### config.mk
export PLATFORM = sky130hd
export DESIGN_NAME = fft_input_loader_flat
export DESIGN_NICKNAME = d
export VERILOG_FILES = /design/src/rtl/fft_input_loader_if.sv /design/src/rtl/fft_input_loader.sv /design/src/flat_wrapper.sv
export SDC_FILE = /design/constraint.sdc
export NUM_CORES = 1
export LEC_CHECK = 0
export CORE_AREA = 2 2 239 241
export CTS_CLUSTER_SIZE = 30
export DETAILED_ROUTE_END_ITERATION = 16
export DIE_AREA = 0 0 241 243
export GPL_TIMING_DRIVEN = 0
export HOLD_SLACK_MARGIN = 0.1
export PLACE_DENSITY = 0.65
export SYNTH_ARGS = -nofsm -noshare
export SYNTH_HDL_FRONTEND = slang
export SYNTH_SLANG_ARGS = --single-unit
### constraint.sdc
create_clock -name clk -period 6.55 [get_ports clk]
set_input_delay 0.655 -clock clk [delete_from_list [all_inputs] [get_ports clk]]
set_output_delay 0.655 -clock clk [all_outputs]
set_load 0.005 [all_outputs]
### src/rtl/fft_input_loader_if.sv
// Sample-stream and frame/FFT-core handshake bundle for fft_input_loader.
// master = upstream source plus FFT core side, slave = the loader itself.
interface fft_input_loader_if #(
  parameter int formatWidth = 9,
  parameter int POINTS      = 32
);
  logic [10:0]                   fft_size;
  logic                          in_valid;
  logic                          in_ready;
  logic [formatWidth-1:0]        in_real;
  logic [formatWidth-1:0]        in_imag;
  logic [formatWidth*POINTS-1:0] input_real;
  logic [formatWidth*POINTS-1:0] input_imag;
  logic                          fft_start;
  logic                          fft_done;
  logic                          busy;
  logic                          size_err;

  modport master (
    output fft_size, in_valid, in_real, in_imag, fft_done,
    input  in_ready, input_real, input_imag, fft_start, busy, size_err
  );

  modport slave (
    input  fft_size, in_valid, in_real, in_imag, fft_done,
    output in_ready, input_real, input_imag, fft_start, busy, size_err
  );
endinterface

### src/rtl/fft_input_loader.sv
// Collects N complex custom-float samples into a parallel frame and hands it to the FFT core.
// Define BIT_REVERSE_EN to store samples at bit-reversed lane addresses.
module fft_input_loader #(
  parameter int formatWidth = 9,
  parameter int POINTS      = 32
) (
  input logic               clk,
  input logic               rst,
  fft_input_loader_if.slave bus
);

  localparam int CNT_W = $clog2(POINTS + 1);
  localparam logic [CNT_W-1:0] N_MAX = CNT_W'(POINTS);
  localparam logic [CNT_W-1:0] ONE   = CNT_W'(1);

  typedef enum logic [1:0] {IDLE, FILL, START, BUSY} state_e;

  state_e                 state_q, state_d;
  logic [CNT_W-1:0]       count_q, count_d;
  logic [CNT_W-1:0]       size_q,  size_d;
  logic                   err_q,   err_d;
  logic                   fft_start_q, fft_start_d;
  logic                   busy_q,  busy_d;
  logic [formatWidth-1:0] re_q [POINTS];
  logic [formatWidth-1:0] re_d [POINTS];
  logic [formatWidth-1:0] im_q [POINTS];
  logic [formatWidth-1:0] im_d [POINTS];

  logic                   in_ready;
  logic                   hs;
  logic                   legal;
  logic [CNT_W-1:0]       wr_addr;

  function automatic logic size_legal(input logic [10:0] sz);
    case (sz)
      11'd4, 11'd8, 11'd16, 11'd32: size_legal = (int'(sz) <= POINTS);
      default:                      size_legal = 1'b0;
    endcase
  endfunction

`ifdef BIT_REVERSE_EN
  localparam int LOG_P = $clog2(POINTS);

  // Reverse over the full lane width, then drop the bits a shorter frame does not use.
  function automatic logic [CNT_W-1:0] bit_rev(input logic [CNT_W-1:0] cnt,
                                               input logic [CNT_W-1:0] n);
    logic [LOG_P-1:0] full;
    int               bits;
    bits = 0;
    for (int b = 0; b < CNT_W; b++) begin
      if (n[b]) bits = b;
    end
    for (int i = 0; i < LOG_P; i++) begin
      full[LOG_P-1-i] = cnt[i];
    end
    return CNT_W'(full >> (LOG_P - bits));
  endfunction
`endif

  // Reset gates readiness so no sample can slip in while the frame is being discarded.
  assign in_ready = ((state_q == IDLE) || (state_q == FILL)) && !rst;
  assign hs       = bus.in_valid && in_ready;
  assign legal    = size_legal(bus.fft_size);

  always_comb begin
`ifdef BIT_REVERSE_EN
    wr_addr = bit_rev(count_q, size_q);
`else
    wr_addr = count_q;
`endif
  end

  // NOTE: every signal assigned here gets a default first, so no path can infer a latch.
  always_comb begin
    state_d = state_q;
    count_d = count_q;
    size_d  = size_q;
    err_d   = err_q;
    re_d    = re_q;
    im_d    = im_q;

    case (state_q)
      IDLE: begin
        if (hs) begin
          size_d  = legal ? bus.fft_size[CNT_W-1:0] : N_MAX;
          err_d   = err_q | !legal;
          count_d = ONE;
          for (int k = 0; k < POINTS; k++) begin
            if (k == 0) begin
              re_d[k] = bus.in_real;
              im_d[k] = bus.in_imag;
            end else if (k >= int'(size_d)) begin
              re_d[k] = '0;
              im_d[k] = '0;
            end
          end
          state_d = (size_d == ONE) ? START : FILL;
        end
      end
      FILL: begin
        if (hs) begin
          for (int k = 0; k < POINTS; k++) begin
            if (k == int'(wr_addr)) begin
              re_d[k] = bus.in_real;
              im_d[k] = bus.in_imag;
            end
          end
          count_d = count_q + ONE;
          if (count_q == size_q - ONE) state_d = START;
        end
      end
      START: state_d = BUSY;
      BUSY: begin
        if (bus.fft_done) begin
          state_d = IDLE;
          count_d = '0;
        end
      end
      default: state_d = IDLE;
    endcase

    fft_start_d = (state_d == START);
    busy_d      = (state_d == BUSY);
  end

  always_ff @(posedge clk) begin
    if (rst) begin
      state_q     <= IDLE;
      count_q     <= '0;
      size_q      <= '0;
      err_q       <= 1'b0;
      fft_start_q <= 1'b0;
      busy_q      <= 1'b0;
      // NOTE: the lane array is cleared on reset because its contents are visible on the outputs.
      for (int k = 0; k < POINTS; k++) begin
        re_q[k] <= '0;
        im_q[k] <= '0;
      end
    end else begin
      state_q     <= state_d;
      count_q     <= count_d;
      size_q      <= size_d;
      err_q       <= err_d;
      fft_start_q <= fft_start_d;
      busy_q      <= busy_d;
      re_q        <= re_d;
      im_q        <= im_d;
    end
  end

  for (genvar k = 0; k < POINTS; k++) begin : g_lane
    assign bus.input_real[k*formatWidth +: formatWidth] = re_q[k];
    assign bus.input_imag[k*formatWidth +: formatWidth] = im_q[k];
  end

  assign bus.in_ready  = in_ready;
  assign bus.fft_start = fft_start_q;
  assign bus.busy      = busy_q;
  assign bus.size_err  = err_q;

endmodule

### src/flat_wrapper.sv
// flat-port wrapper written by rule: the top's interface ports become plain ports
module fft_input_loader_flat 
#(
  parameter int formatWidth = 9,
  parameter int POINTS      = 32
)
  (clk, rst, bus_fft_size, bus_in_valid, bus_in_real, bus_in_imag, bus_fft_done, bus_in_ready, bus_input_real, bus_input_imag, bus_fft_start, bus_busy, bus_size_err);
  fft_input_loader_if #(.formatWidth(formatWidth), .POINTS(POINTS)) bus_i ();
  input logic clk;
  input logic rst;
  input wire logic [$bits(bus_i.fft_size)-1:0] bus_fft_size;
  input wire logic [$bits(bus_i.in_valid)-1:0] bus_in_valid;
  input wire logic [$bits(bus_i.in_real)-1:0] bus_in_real;
  input wire logic [$bits(bus_i.in_imag)-1:0] bus_in_imag;
  input wire logic [$bits(bus_i.fft_done)-1:0] bus_fft_done;
  output wire logic [$bits(bus_i.in_ready)-1:0] bus_in_ready;
  output wire logic [$bits(bus_i.input_real)-1:0] bus_input_real;
  output wire logic [$bits(bus_i.input_imag)-1:0] bus_input_imag;
  output wire logic [$bits(bus_i.fft_start)-1:0] bus_fft_start;
  output wire logic [$bits(bus_i.busy)-1:0] bus_busy;
  output wire logic [$bits(bus_i.size_err)-1:0] bus_size_err;
  assign bus_i.fft_size = bus_fft_size;
  assign bus_i.in_valid = bus_in_valid;
  assign bus_i.in_real = bus_in_real;
  assign bus_i.in_imag = bus_in_imag;
  assign bus_i.fft_done = bus_fft_done;
  assign bus_in_ready = bus_i.in_ready;
  assign bus_input_real = bus_i.input_real;
  assign bus_input_imag = bus_i.input_imag;
  assign bus_fft_start = bus_i.fft_start;
  assign bus_busy = bus_i.busy;
  assign bus_size_err = bus_i.size_err;
  fft_input_loader #(.formatWidth(formatWidth), .POINTS(POINTS)) u_core (.clk(clk), .rst(rst), .bus(bus_i));
endmodule
# Word level (Yosys, flattened, before mapping)
# Index checks and enable logic that the tools add are counted.
[word_totals]
rom_bits = 0
out_inout_bits = 580
mem_bits_rw = 0
reg_bits = 593
elab_cells = 370
latch_bits = 0
memories = 0
[classes]
eq_ne = 108
n_addsub = 2
magnitude_cmp = 32
div_mod_pow = 0
n_mul = 0
mux = 113
n_shift = 0
n_reduce_logical = 44
bitwise_logic = 1
[ops]
columns = ["cell", "n"]
rows = [
  ["two-way mux 288 bit", 4],
  ["case mux 288 bit (2 select lines)", 2],
  ["two-way mux 9 bit", 95],
  ["AND reduction 5 bit", 31],
  ["inequality test 2 bit, second input constant", 64],
  ["== test 6 bit, first input constant", 16],
  [">= comparator 5 x 6 -> 1 bit, first input constant", 16],
  ["== test 5 x 6 -> 1 bit, first input constant", 8],
  [">= comparator 4 x 6 -> 1 bit, first input constant", 8],
  ["== test 4 x 6 -> 1 bit, first input constant", 4],
  [">= comparator 3 x 6 -> 1 bit, first input constant", 4],
  ["two-way mux 6 bit", 4],
  ["case mux 6 bit (3 select lines)", 1],
  ["== test 3 x 6 -> 1 bit, first input constant", 2],
  [">= comparator 2 x 6 -> 1 bit, first input constant", 2],
  ["== test 11 x 3 -> 1 bit, second input constant", 1],
  ["== test 11 x 4 -> 1 bit, second input constant", 1],
  ["== test 11 x 5 -> 1 bit, second input constant", 1],
  ["== test 11 x 6 -> 1 bit, second input constant", 1],
  ["<= comparator 11 x 6 -> 1 bit, second input constant", 1],
  ["two-way mux 2 bit", 5],
  ["== test 2 bit, second input constant", 4],
  ["case mux 2 bit (4 select lines)", 1],
  ["AND reduction 4 bit", 2],
  ["other kinds (19)", 22],
]

# Longest topological paths before layout
# Gate-level depths: netlist of the first run.
[depth]
word_depth = 9
depth_mapped = 10
depth_no_buf = 7

# Worst setup path after synthesis of the first run
# Ideal clock, no wire load.
[synth_timing]
path_kind = "in2reg"
start = "input bus_fft_size[10]"
end = "register u_core.im_q (netlist bit u_core.bus.input_imag[100])"
slack_ns = 3.884
t_required_ns = 6.419
arrival_ns = 2.535
setup_time_ns = 0.131
cell_stages = 7
cell_sequence = "or4_4 -> a211oi_4 -> a21oi_2 -> or4_1 -> buf_6 -> buf_6 -> mux2i_1"
[synth_between]
elab_chain_len = 7
[synth_rtl]
columns = ["element", "line_no", "source"]
rows = [
  ["from (decl)", "flat_wrapper.sv:11", "input wire logic [$bits(bus_i.fft_size)-1:0] bus_fft_size;"],
  ["parallel branches: the longest is 2 deep, another holds <= comparator 11 x 6 -> 1 bit", "-", ""],
  ["two-way mux 1 bit *", "fft_input_loader.sv:35", "case (sz)"],
  ["two-way mux 6 bit *", "fft_input_loader.sv:85", "size_d = legal ? bus.fft_size[CNT_W-1:0] : N_MAX;"],
  [">= comparator 4 x 6 -> 1 bit *", "fft_input_loader.sv:92", "end else if (k >= int'(size_d)) begin"],
  ["inequality test 2 bit (no source line) *", "-", ""],
  ["AND reduction 5 bit (no source line) *", "-", ""],
  ["to (signal assigned)", "fft_input_loader.sv:147", "im_q <= im_d;"],
  ["to (decl)", "fft_input_loader.sv:26", "logic [formatWidth-1:0] im_q [POINTS];"],
]
# Every way passes the cells marked *.
# A chain may end at the register's enable or synchronous reset.

# Worst setup path after layout of the first run
[layout_timing]
start = "input bus_fft_size[3]"
end = "register u_core.re_q (netlist bit u_core.bus.input_real[186])"
[layout_between]
elab_chain_len = 7
[layout_rtl]
columns = ["element", "line_no", "source"]
rows = [
  ["parallel branches: the longest is 3 deep, another holds <= comparator 11 x 6 -> 1 bit", "-", ""],
  ["two-way mux 6 bit *", "fft_input_loader.sv:85", ""],
  [">= comparator 5 x 6 -> 1 bit *", "fft_input_loader.sv:92", ""],
  ["inequality test 2 bit (no source line) *", "-", ""],
  ["AND reduction 5 bit (no source line) *", "-", ""],
  ["to (signal assigned)", "fft_input_loader.sv:146", "re_q <= re_d;"],
  ["to (decl)", "fft_input_loader.sv:24", "logic [formatWidth-1:0] re_q [POINTS];"],
]
# Marks and branches as above.

==> results of run 1 <==
where the power goes:
group	internal, mW	leakage [nW]	total (mW)	switching [mW]
Clock	2.19	1.01	3.69	1.50
Sequential	3.63	4.78	3.64	0.0134
Combinational	0.0918	5.19	0.331	0.240
sequential cells by signal (all words and copies together) (netlist names):
name / flops
u_core.bus.input_imag: 288
u_core.bus.input_real: 288
u_core.count_q: 6
u_core.bus.busy: 1
u_core.state_q: 2
u_core.bus.fft_start: 1
u_core.size_q: 6
u_core.bus.size_err: 1
worst max-delay path: cells and delay by family:
family	cells	cell delay (ps)
AO/OA/AOI/OAI	2	1230
AND/OR/NAND/NOR	1	150
buffers and inverters	3	1800
XOR/XNOR	1	170
final timing paths:
path                                          start                                 endpoint  slack [ps]  cells after the start
max reg2reg            u_core.state_q[0]$_SDFF_PP0_  u_core.bus.input_imag[169]$_SDFFE_PP0P_        3320                      9
min reg2reg  u_core.bus.input_real[17]$_SDFFE_PP0P_   u_core.bus.input_real[17]$_SDFFE_PP0P_         460                      2
min          u_core.bus.input_real[17]$_SDFFE_PP0P_   u_core.bus.input_real[17]$_SDFFE_PP0P_         460                      2
max                                 bus_fft_size[3]  u_core.bus.input_real[186]$_SDFFE_PP0P_        3100                      7
synthesized netlist by cell type, drive strengths merged (5+ instances only):
cell / count / share of area
and3: 31 / 0.0093
nand2: 329 / 0.059
mux2i: 163 / 0.078
and2: 42 / 0.013
xnor2: 6 / 0.0025
nor3: 8 / 0.0019
inv: 5 / 0.00090
o22ai: 72 / 0.022
ha: 5 / 0.0030
or3: 8 / 0.0024
dfxtp: 593 / 0.57
nor2: 36 / 0.0065
buf: 31 / 0.0081
nand3: 142 / 0.034
a21oi: 63 / 0.015
nor2b: 5 / 0.0015
xor2: 7 / 0.0029
o21ai: 74 / 0.018
clkbuf: 187 / 0.034
a31oi: 10 / 0.0030
a32o: 216 / 0.10
cells by family after synthesis:
kind of cell	count (synthesis)	synth area share
adders and majority gates	5	0.003001
and+or+nand+nor	611	0.1313
DFF	593	0.5695
buffers and inverters	223	0.04268
AOI/OAI and AO/OA	449	0.1697
muxes	163	0.07827
xor gates and xnor gates	13	0.005462
metal layers:
layer | share of wire | wire length [um] | track usage
met2 | 0.47 | 43010 | 0.4984
met5 | 0.00011 | 10 | 0
met1 | 0.39 | 35620 | 0.3677
met4 | 0.050 | 4665 | 0.1467
met3 | 0.099 | 9159 | 0.08541
layout make-up:
class	count	area [um^2]	share of cell area
multi-input cells	1241	8084	0.2707
well taps	756	945.9	0.03167
flip-flops and latches	593	11870	0.3975
plain buffers	218	870.8	0.02916
diodes	2	5.005	0.0001676
inverters	5	18.77	0.0006284
clock inverters	29	416.7	0.01395
repair buffers	593	5936	0.1988
clock buffers	82	1717	0.05748
==> qor.csv, run 1 <==
stage,metric,value,unit
setup_path,path_class,input port to register,
final_layout,final_cells,3519,
clock_network,clock_path_buffers,3,
synth,syn_area,20840,um^2
final_layout,area_delta_synth_final,43.27,%
global_routing,grt_pass1_vias,19488,
power,powerDensity,256.7,nW/um^2
clock_network,path_clk_slew,70,ps
routing,via_per_inst,5.645,
floorplanning,pin_count,613,
clock_network,cts_resized,0,
status,status,completed,
floorplanning,start_util,0.3726,
routing,initialDrtViolationCount,1666,
floorplanning,fp.coreArea,55950,um^2
synth,avgSynthCellArea,10.13,um^2
clock_network,postCtsHoldBufs,0,
timing,worstMarginPinSlew,1375,ps
routing,drc,0,
placement,portBuffers,593,
timing,skew,24.16,ps
timing,period_share,0.5272,
timing,final.setup.worst_slack,3097,ps
final_layout,finish.net_count,2750,
clock_network,clock_sinks,593,
flow_run,drv_cap,0,
timing,setup_tns,0,ps
clock_network,cts_setup_buffers,0,
synth,async_reset_ff_frac,0,
placement,globalplace.congestion,0.9037,
synth,synth_edf_count,0,
hold_path,hold_path_class,register to register,
setup_path,crit_path_top_delay_cell,a31oi_1,
routing,drt_wl_total,92470,um
placement,place_area,27730,um^2
global_routing,overflow,0,
placement,dp.cells,3406,
setup_path,crit_top_cell,clkbuf_1,
setup_path,critical_path_arrival,4010,ps
clock_network,clkLatencyLatePin,630,ps
global_routing,grt_max_degree,16,
setup_path,slowest_delay,940,ps
global_routing,grt_pass1_wl,132600,um
synth,yosys_warnings,0,
routing,final_antenna_net_count,0,
setup_path,startpoint_type,input port,
final_layout,fillerInstances,5013,
global_routing,antenna_found_initial,7,
clock_network,clockRootBuffer,clkbuf_16,
synth,synth_sequential_area_ratio,0.5695,
timing,min_period,3453,ps
timing,drv_slew,0,
final_layout,drive_gt1_frac,0.04781,
setup_path,critPathMaxFanout,10,
placement,dpl.hpwl,68470,um
placement,pre_cts_ws,2496,ps
timing,slew_headroom,0.08332,
clock_network,h-tree-depth,2,
synth,ys_types,44,
setup_path,crit_path_cell_trace,clkdlybuf4s50_1 > nor2_1 > xnor2_1 > a31oi_1 > clkbuf_1 > clkbuf_1 > a32o_1,
timing,rsz0062_at_grt,false,
final_layout,final_cell_mix,"clkdlybuf4s50_1, dfxtp_1, nand2_1, a32o_1, clkbuf_1",
clock_network,cts_tree,done,
floorplanning,fp.dieH,243,um
setup_path,setup.worst_path.end_class,register,
timing,fmax,289.6,MHz
power,design_power_total,7.665,mW
synth,syn_inst,2057,
timing,worst_hold_slack,458.4,ps
floorplanning,die_area,58560,um^2
synth,ys_seq_elements,593,
setup_path,required,7110,ps
synth,syn-num-nets,2095,
floorplanning,die_x,241,um
timing,finalHoldViolCount,0,
power,irDropWorstVdd,0.2157,mV
clock_network,cts_buffers,60,
routing,routed-via-count,19864,
final_layout,finalInstanceArea,29860,um^2
routing,avgRoutedWirePerCell,26.28,um
global_routing,grt_usage,0.3049,
floorplanning,rows,87,
synth,synth_flop_cell,dfxtp_1,
final_layout,final_util,0.5338,
timing,setup_viol,0,
routing,dr.pass1.iters,6,
power,leakage,10.98,nW
(Power assumes the default switching activity.)
==> run 2: changes to the inputs <==
==> constraint.sdc (replaced) <==
create_clock -name clk -period 3.2 [get_ports clk]
set_input_delay 0.32 -clock clk [delete_from_list [all_inputs] [get_ports clk]]
set_output_delay 0.32 -clock clk [all_outputs]
set_load 0.005 [all_outputs]
==> qor.csv, run 2 (same netlist as run 1, synthesis figures left out) <==
stage,metric,value,unit,change
timing,drv_slew,0,,unchanged
placement,dpl.hpwl,68470,um,unchanged
routing,via_per_inst,5.660,,+0.26%
clock_network,path_clk_slew,70,ps,about the same
clock_network,clock_path_buffers,3,,unchanged
power,leakage,10.99,nW,about the same
placement,pre_cts_ws,-519.3,ps,-3015 ps
setup_path,setup.worst_path.end_class,register,,
timing,slew_headroom,0.06725,,-0.01606
floorplanning,rows,87,,unchanged
setup_path,crit_path_cell_trace,ha_1 > clkbuf_1 > and2_1 > clkbuf_1 > nand3_1 > clkbuf_1 > a32o_1,,
placement,place_area,27730,um^2,unchanged
timing,skew,25.52,ps,+1.360 ps
setup_path,reg2reg_depth,7,,-2
timing,fmax,331.8,MHz,
global_routing,top_usage_layer,met2,,
setup_path,crit_top_cell,clkbuf_1,,
floorplanning,die_x,241,um,unchanged
routing,initialDrtViolationCount,1673,,+0.42%
timing,worstMarginPinSlew,1399,ps,+24.10 ps
setup_path,required,3710,ps,-3400 ps
routing,final_antenna_net_count,0,,unchanged
hold_path,min_to,u_core.bus.input_real[17]$_SDFFE_PP0P_,,
clock_network,clkLatencyLatePin,630,ps,about the same
final_layout,finalInstanceArea,29880,um^2,about the same
floorplanning,pin_count,613,,unchanged
global_routing,antenna_found_initial,7,,unchanged
clock_network,cts_setup_buffers,0,,unchanged
clock_network,cts_tree,done,,
setup_path,startpoint_type,register,,
setup_path,crit_path_top_delay_cell,nand3_1,,
setup_path,rr_endpoint,u_core.bus.input_imag[209]$_SDFFE_PP0P_,,
global_routing,grt_max_degree,16,,unchanged
timing,rsz0062_at_grt,false,,
routing,avgRoutedWirePerCell,26.31,um,+0.14%
final_layout,fillerInstances,5018,,+0.10%
setup_path,r2r-start,u_core.count_q[0]$_SDFFE_PP0P_,,
final_layout,final_cell_mix,"clkdlybuf4s50_1, dfxtp_1, nand2_1, a32o_1, clkbuf_1",,
final_layout,finish.net_count,2750,,unchanged
hold_path,hold_path_class,input port to register,,
floorplanning,die_area,58560,um^2,unchanged
timing,finalHoldViolCount,0,,unchanged
flow_run,drv_cap,0,,unchanged
floorplanning,fp.dieH,243,um,unchanged
setup_path,critPathMaxFanout,10,,unchanged
routing,routed-via-count,19916,,+0.26%
global_routing,grt_pass1_wl,132600,um,unchanged
hold_path,min_path_cells,3,,+1
timing,setup_viol,0,,unchanged
clock_network,postCtsHoldBufs,0,,unchanged
timing,final.setup.worst_slack,186.0,ps,-2911 ps
placement,portBuffers,593,,unchanged
setup_path,r2r_slack,190,ps,-3130 ps
clock_network,h-tree-depth,2,,unchanged
final_layout,area_delta_synth_final,43.33,%,about the same
setup_path,critical_path_arrival,3520,ps,-490 ps
global_routing,met3_usage,0.08541,,unchanged
final_layout,final_util,0.5340,,about the same
power,powerDensity,525.2,nW/um^2,+100%
floorplanning,fp.coreArea,55950,um^2,unchanged
floorplanning,start_util,0.3726,,unchanged
routing,dr.pass1.iters,6,,unchanged
global_routing,met1_usage,0.3677,,unchanged
power,irDropWorstVdd,0.4444,mV,+110%
routing,drc,0,,unchanged
final_layout,drive_gt1_frac,0.04962,,+0.001811
status,status,completed,,
hold_path,hold_start,bus_in_real[8],,
setup_path,path_class,register to register,,
global_routing,grtUsageMet2,0.4984,,unchanged
timing,period_share,0.9419,,
clock_network,clock_sinks,593,,unchanged
clock_network,cts_buffers,60,,unchanged
routing,drt_wl_total,92600,um,+0.14%
placement,globalplace.congestion,0.9037,,unchanged
timing,min_period,3014,ps,
global_routing,grt_usage,0.3049,,unchanged
global_routing,grt_pass1_vias,19488,,unchanged
global_routing,overflow,0,,unchanged
clock_network,clockRootBuffer,clkbuf_16,,
setup_path,slowest_delay,520,ps,-420 ps
[run 2: cell types whose count changed in the layout (fill, tap and decap cells not counted), sizes merged]
| cell | before | now |
|---|---|---|
| buf | 31 | 30 |
| clkbuf | 269 | 270 |
[run 2: layout make-up]
cell class | instances | area [um^2] | share of cell area
diodes | 2 | 5.005 | 0.0001675
plain buffers | 218 | 874.6 | 0.02927
clock buffers | 82 | 1717 | 0.05746
clock inverters | 29 | 416.7 | 0.01395
inverters | 5 | 18.77 | 0.0006282
multi-input cells | 1241 | 8093 | 0.2709
flip-flops and latches | 593 | 11870 | 0.3973
well taps | 756 | 945.9 | 0.03166
repair buffers | 593 | 5936 | 0.1987
[run 2: critical path: cells and delay by family, from the launching register on]
kind	cells	cell delay [ps]
buf+inv	3	1150
simple gates	2	720
flops	1	480
compound gates	1	360
fa+ha+maj	1	190
[run 2: power breakdown]
part,switching (mW),internal (mW)
clock,3.08,4.49
sequential,0.0275,7.42
combinational,0.492,0.188
total,3.60,12.1
[run 2: worst max-delay path by stage]
stage	startpoint	end	slack (ps)	cells past startpoint
3_5_place_dp	bus_fft_size[3]	u_core.bus.input_imag[212]$_SDFFE_PP0P_	-520	7
2_1_floorplan	bus_fft_size[10]	u_core.bus.input_imag[100]$_SDFFE_PP0P_	870	7
6_report	u_core.count_q[0]$_SDFFE_PP0P_	u_core.bus.input_imag[209]$_SDFFE_PP0P_	190	7
3_3_place_gp	bus_fft_size[2]	u_core.bus.input_imag[210]$_SDFFE_PP0P_	-590	7
5_1_grt	u_core.count_q[2]$_SDFFE_PP0P_	u_core.bus.input_imag[196]$_SDFFE_PP0P_	20	7
4_1_cts	u_core.state_q[0]$_SDFF_PP0_	u_core.bus.input_imag[163]$_SDFFE_PP0P_	20	9
[run 2: repair_timing]
action | 4_1_cts | 5_1_grt
endpoints found under the hold margin | 0 | 0
gates resized for setup | 0 | 7
endpoints found under the setup margin | 0 | 105
[run 2: routing by layer]
metal  routed length, um  part of all wire
met5                  10           0.00011
met4                4706             0.051
met3                9443              0.10
met2               42980              0.46
met1               35460              0.38
[run 2: through the flow]
step / std cells / TNS [ps] / total power, mW / hold WS, ps
3_3_place_gp: 3406 / -73960 / 8.274 / 442.7
2_1_floorplan: 2057 / 0 / 7.931 / 451.1
3_5_place_dp: 3406 / -69750 / 8.284 / 448.2
6_report: 3519 / 0 / 15.69 / 359.9
4_1_cts: 3517 / 0 / 15.74 / 325.1
5_1_grt: 3517 / 0 / 16.07 / 354.5
==> run 3: changes to the inputs <==
--- a/config.mk
+++ b/config.mk
@@ -12,6 +12,7 @@
 export GPL_TIMING_DRIVEN = 0
 export HOLD_SLACK_MARGIN = 0.1
 export PLACE_DENSITY = 0.65
+export RECOVER_POWER = 25
 export SYNTH_ARGS = -nofsm -noshare
 export SYNTH_HDL_FRONTEND = slang
 export SYNTH_SLANG_ARGS = --single-unit
==> qor.csv, run 3 (same netlist as run 1, synthesis figures left out) <==
stage,metric,value,unit,change
setup_path,reg2reg_depth,7,,unchanged
floorplanning,die_area,58560,um^2,unchanged
global_routing,antenna_found_initial,7,,unchanged
setup_path,r2r_slack,190,ps,about the same
global_routing,overflow,0,,unchanged
timing,setup_tns,0,ps,unchanged
clock_network,cts_tree,done,,
placement,dpl.hpwl,68470,um,unchanged
power,powerDensity,525.3,nW/um^2,about the same
clock_network,postCtsHoldBufs,0,,unchanged
flow_run,drv_cap,0,,unchanged
floorplanning,pin_count,613,,unchanged
setup_path,slowest_delay,530,ps,about the same
setup_path,crit_top_cell,clkbuf_1,,
clock_network,clkLatencyLatePin,630,ps,about the same
setup_path,setup.worst_path.end_class,register,,
routing,initialDrtViolationCount,1745,,+4.3%
setup_path,rr_endpoint,u_core.bus.input_imag[196]$_SDFFE_PP0P_,,
clock_network,h-tree-depth,2,,unchanged
final_layout,finish.net_count,2750,,unchanged
floorplanning,fp.dieH,243,um,unchanged
floorplanning,start_util,0.3726,,unchanged
clock_network,cts_setup_buffers,0,,unchanged
power,irDropWorstVdd,0.4396,mV,-1.1%
timing,rsz0062_at_grt,false,,
status,status,completed,,
placement,portBuffers,593,,unchanged
hold_path,hold_start,bus_in_real[8],,
setup_path,r2r-start,u_core.count_q[2]$_SDFFE_PP0P_,,
setup_path,critical_path_arrival,3520,ps,about the same
power,design_power_total,15.69,mW,about the same
timing,slew_headroom,0.07207,,+0.004818
setup_path,crit_path_cell_trace,clkbuf_1 > nor2b_1 > clkbuf_1 > clkbuf_1 > nand3_1 > clkbuf_1 > a32o_1,,
timing,finalHoldViolCount,0,,unchanged
final_layout,area_delta_synth_final,43.33,%,unchanged
routing,drt_wl_total,92520,um,about the same
routing,via_per_inst,5.652,,-0.13%
routing,drc,0,,unchanged
global_routing,grt_pass1_vias,19488,,unchanged
placement,dp.cells,3406,,unchanged
timing,setup_viol,0,,unchanged
routing,final_antenna_net_count,0,,unchanged
hold_path,hold_path_class,input port to register,,
setup_path,required,3710,ps,about the same
final_layout,drive_gt1_frac,0.04962,,unchanged
setup_path,crit_path_top_delay_cell,nand3_1,,
final_layout,final_cells,3519,,unchanged
setup_path,path_class,register to register,,
floorplanning,rows,87,,unchanged
placement,globalplace.congestion,0.9037,,unchanged
setup_path,worstSetupEndpoint,u_core.bus.input_imag[196]$_SDFFE_PP0P_,,
floorplanning,die_x,241,um,unchanged
final_layout,multiInputGateArea,8093,um^2,unchanged
setup_path,critPathMaxFanout,10,,unchanged
routing,dr.pass1.iters,6,,unchanged
clock_network,clock_path_buffers,3,,unchanged
power,leakage,12.02,nW,+9.3%
timing,skew,22.83,ps,-2.690 ps
timing,min_period,3010,ps,-4.398 ps
final_layout,regArea,11870,um^2,unchanged
timing,worstMarginPinSlew,1392,ps,-7.227 ps
global_routing,grt_usage,0.3049,,unchanged
setup_path,crit_start,u_core.count_q[2]$_SDFFE_PP0P_,,
clock_network,cts_buffers,60,,unchanged
global_routing,grt_max_degree,16,,unchanged
clock_network,cts_resized,0,,unchanged
routing,avgRoutedWirePerCell,26.29,um,about the same
timing,worst_hold_slack,347.4,ps,-12.50 ps
routing,routed-via-count,19891,,-0.13%
timing,fmax,332.3,MHz,+0.15%
final_layout,fillerInstances,5018,,unchanged
clock_network,path_clk_slew,70,ps,about the same
floorplanning,fp.coreArea,55950,um^2,unchanged
setup_path,startpoint_type,register,,
clock_network,clockRootBuffer,clkbuf_16,,
final_layout,final_cell_mix,"dfxtp_1, nand2_1, clkdlybuf4s50_1, dlygate4sd3_1, a32o_1",,
final_layout,final_util,0.5340,,unchanged
timing,drv_slew,0,,unchanged
clock_network,clock_sinks,593,,unchanged
timing,period_share,0.9405,,-0.001374
final_layout,final_common_cell,dfxtp_1,,
global_routing,grt_pass1_wl,132600,um,unchanged
-- run 3: layout make-up --
cell class	count	share of cell area
plain buffers	218	0.02927
inverters	5	0.0006282
clock inverters	29	0.01395
well taps	756	0.03166
diodes	2	0.0001675
clock buffers	82	0.05746
repair buffers	593	0.1987
flip-flops and latches	593	0.3973
multi-input cells	1241	0.2709
-- run 3: through the flow --
step | area, um^2 | worst slack (ps)
4_1_cts | 29860 | 15.86
3_3_place_gp | 27730 | -591.2
3_5_place_dp | 27730 | -519.3
2_1_floorplan | 20850 | 868.6
6_report | 29880 | 190.4
5_1_grt | 29870 | 15.67
-- run 3: per-layer routing --
metal  routed length [um]  vias up  track usage  part of all wire
li1                     -     8773            -                 -
met1                35560     9735       0.3677              0.38
met2                42760     1156       0.4984              0.46
met3                 9315      225      0.08541              0.10
met4                 4883        2       0.1467             0.053
met5                   10        -            0           0.00011
-- run 3: where the power goes --
| part | switching (mW) | total (mW) | internal (mW) |
|---|---|---|---|
| combinational | 0.491 | 0.672 | 0.181 |
| sequential | 0.0264 | 7.45 | 7.42 |
| clock | 3.09 | 7.57 | 4.49 |
-- run 3: how the worst min path moves through the flow --
| stage | endpoint | slack (ps) | depth (start not counted) |
|---|---|---|---|
| after floorplan | u_core.bus.input_imag[126]$_SDFFE_PP0P_ | 450 | 2 |
| after global placement | u_core.bus.input_real[126]$_SDFFE_PP0P_ | 440 | 2 |
| after detailed placement | u_core.bus.input_real[131]$_SDFFE_PP0P_ | 450 | 2 |
| after CTS | u_core.bus.input_real[17]$_SDFFE_PP0P_ | 330 | 3 |
| after global routing | u_core.bus.input_real[17]$_SDFFE_PP0P_ | 350 | 3 |
| final | u_core.bus.input_real[17]$_SDFFE_PP0P_ | 350 | 3 |
-- run 3: worst max-delay path, delay by kind of cell (launching register included) --
family,cells,cell delay (ps)
buffers and inverters,4,1550
and+or+nand+nor,2,710
DFF,1,310
AOI/OAI and AO/OA,1,350
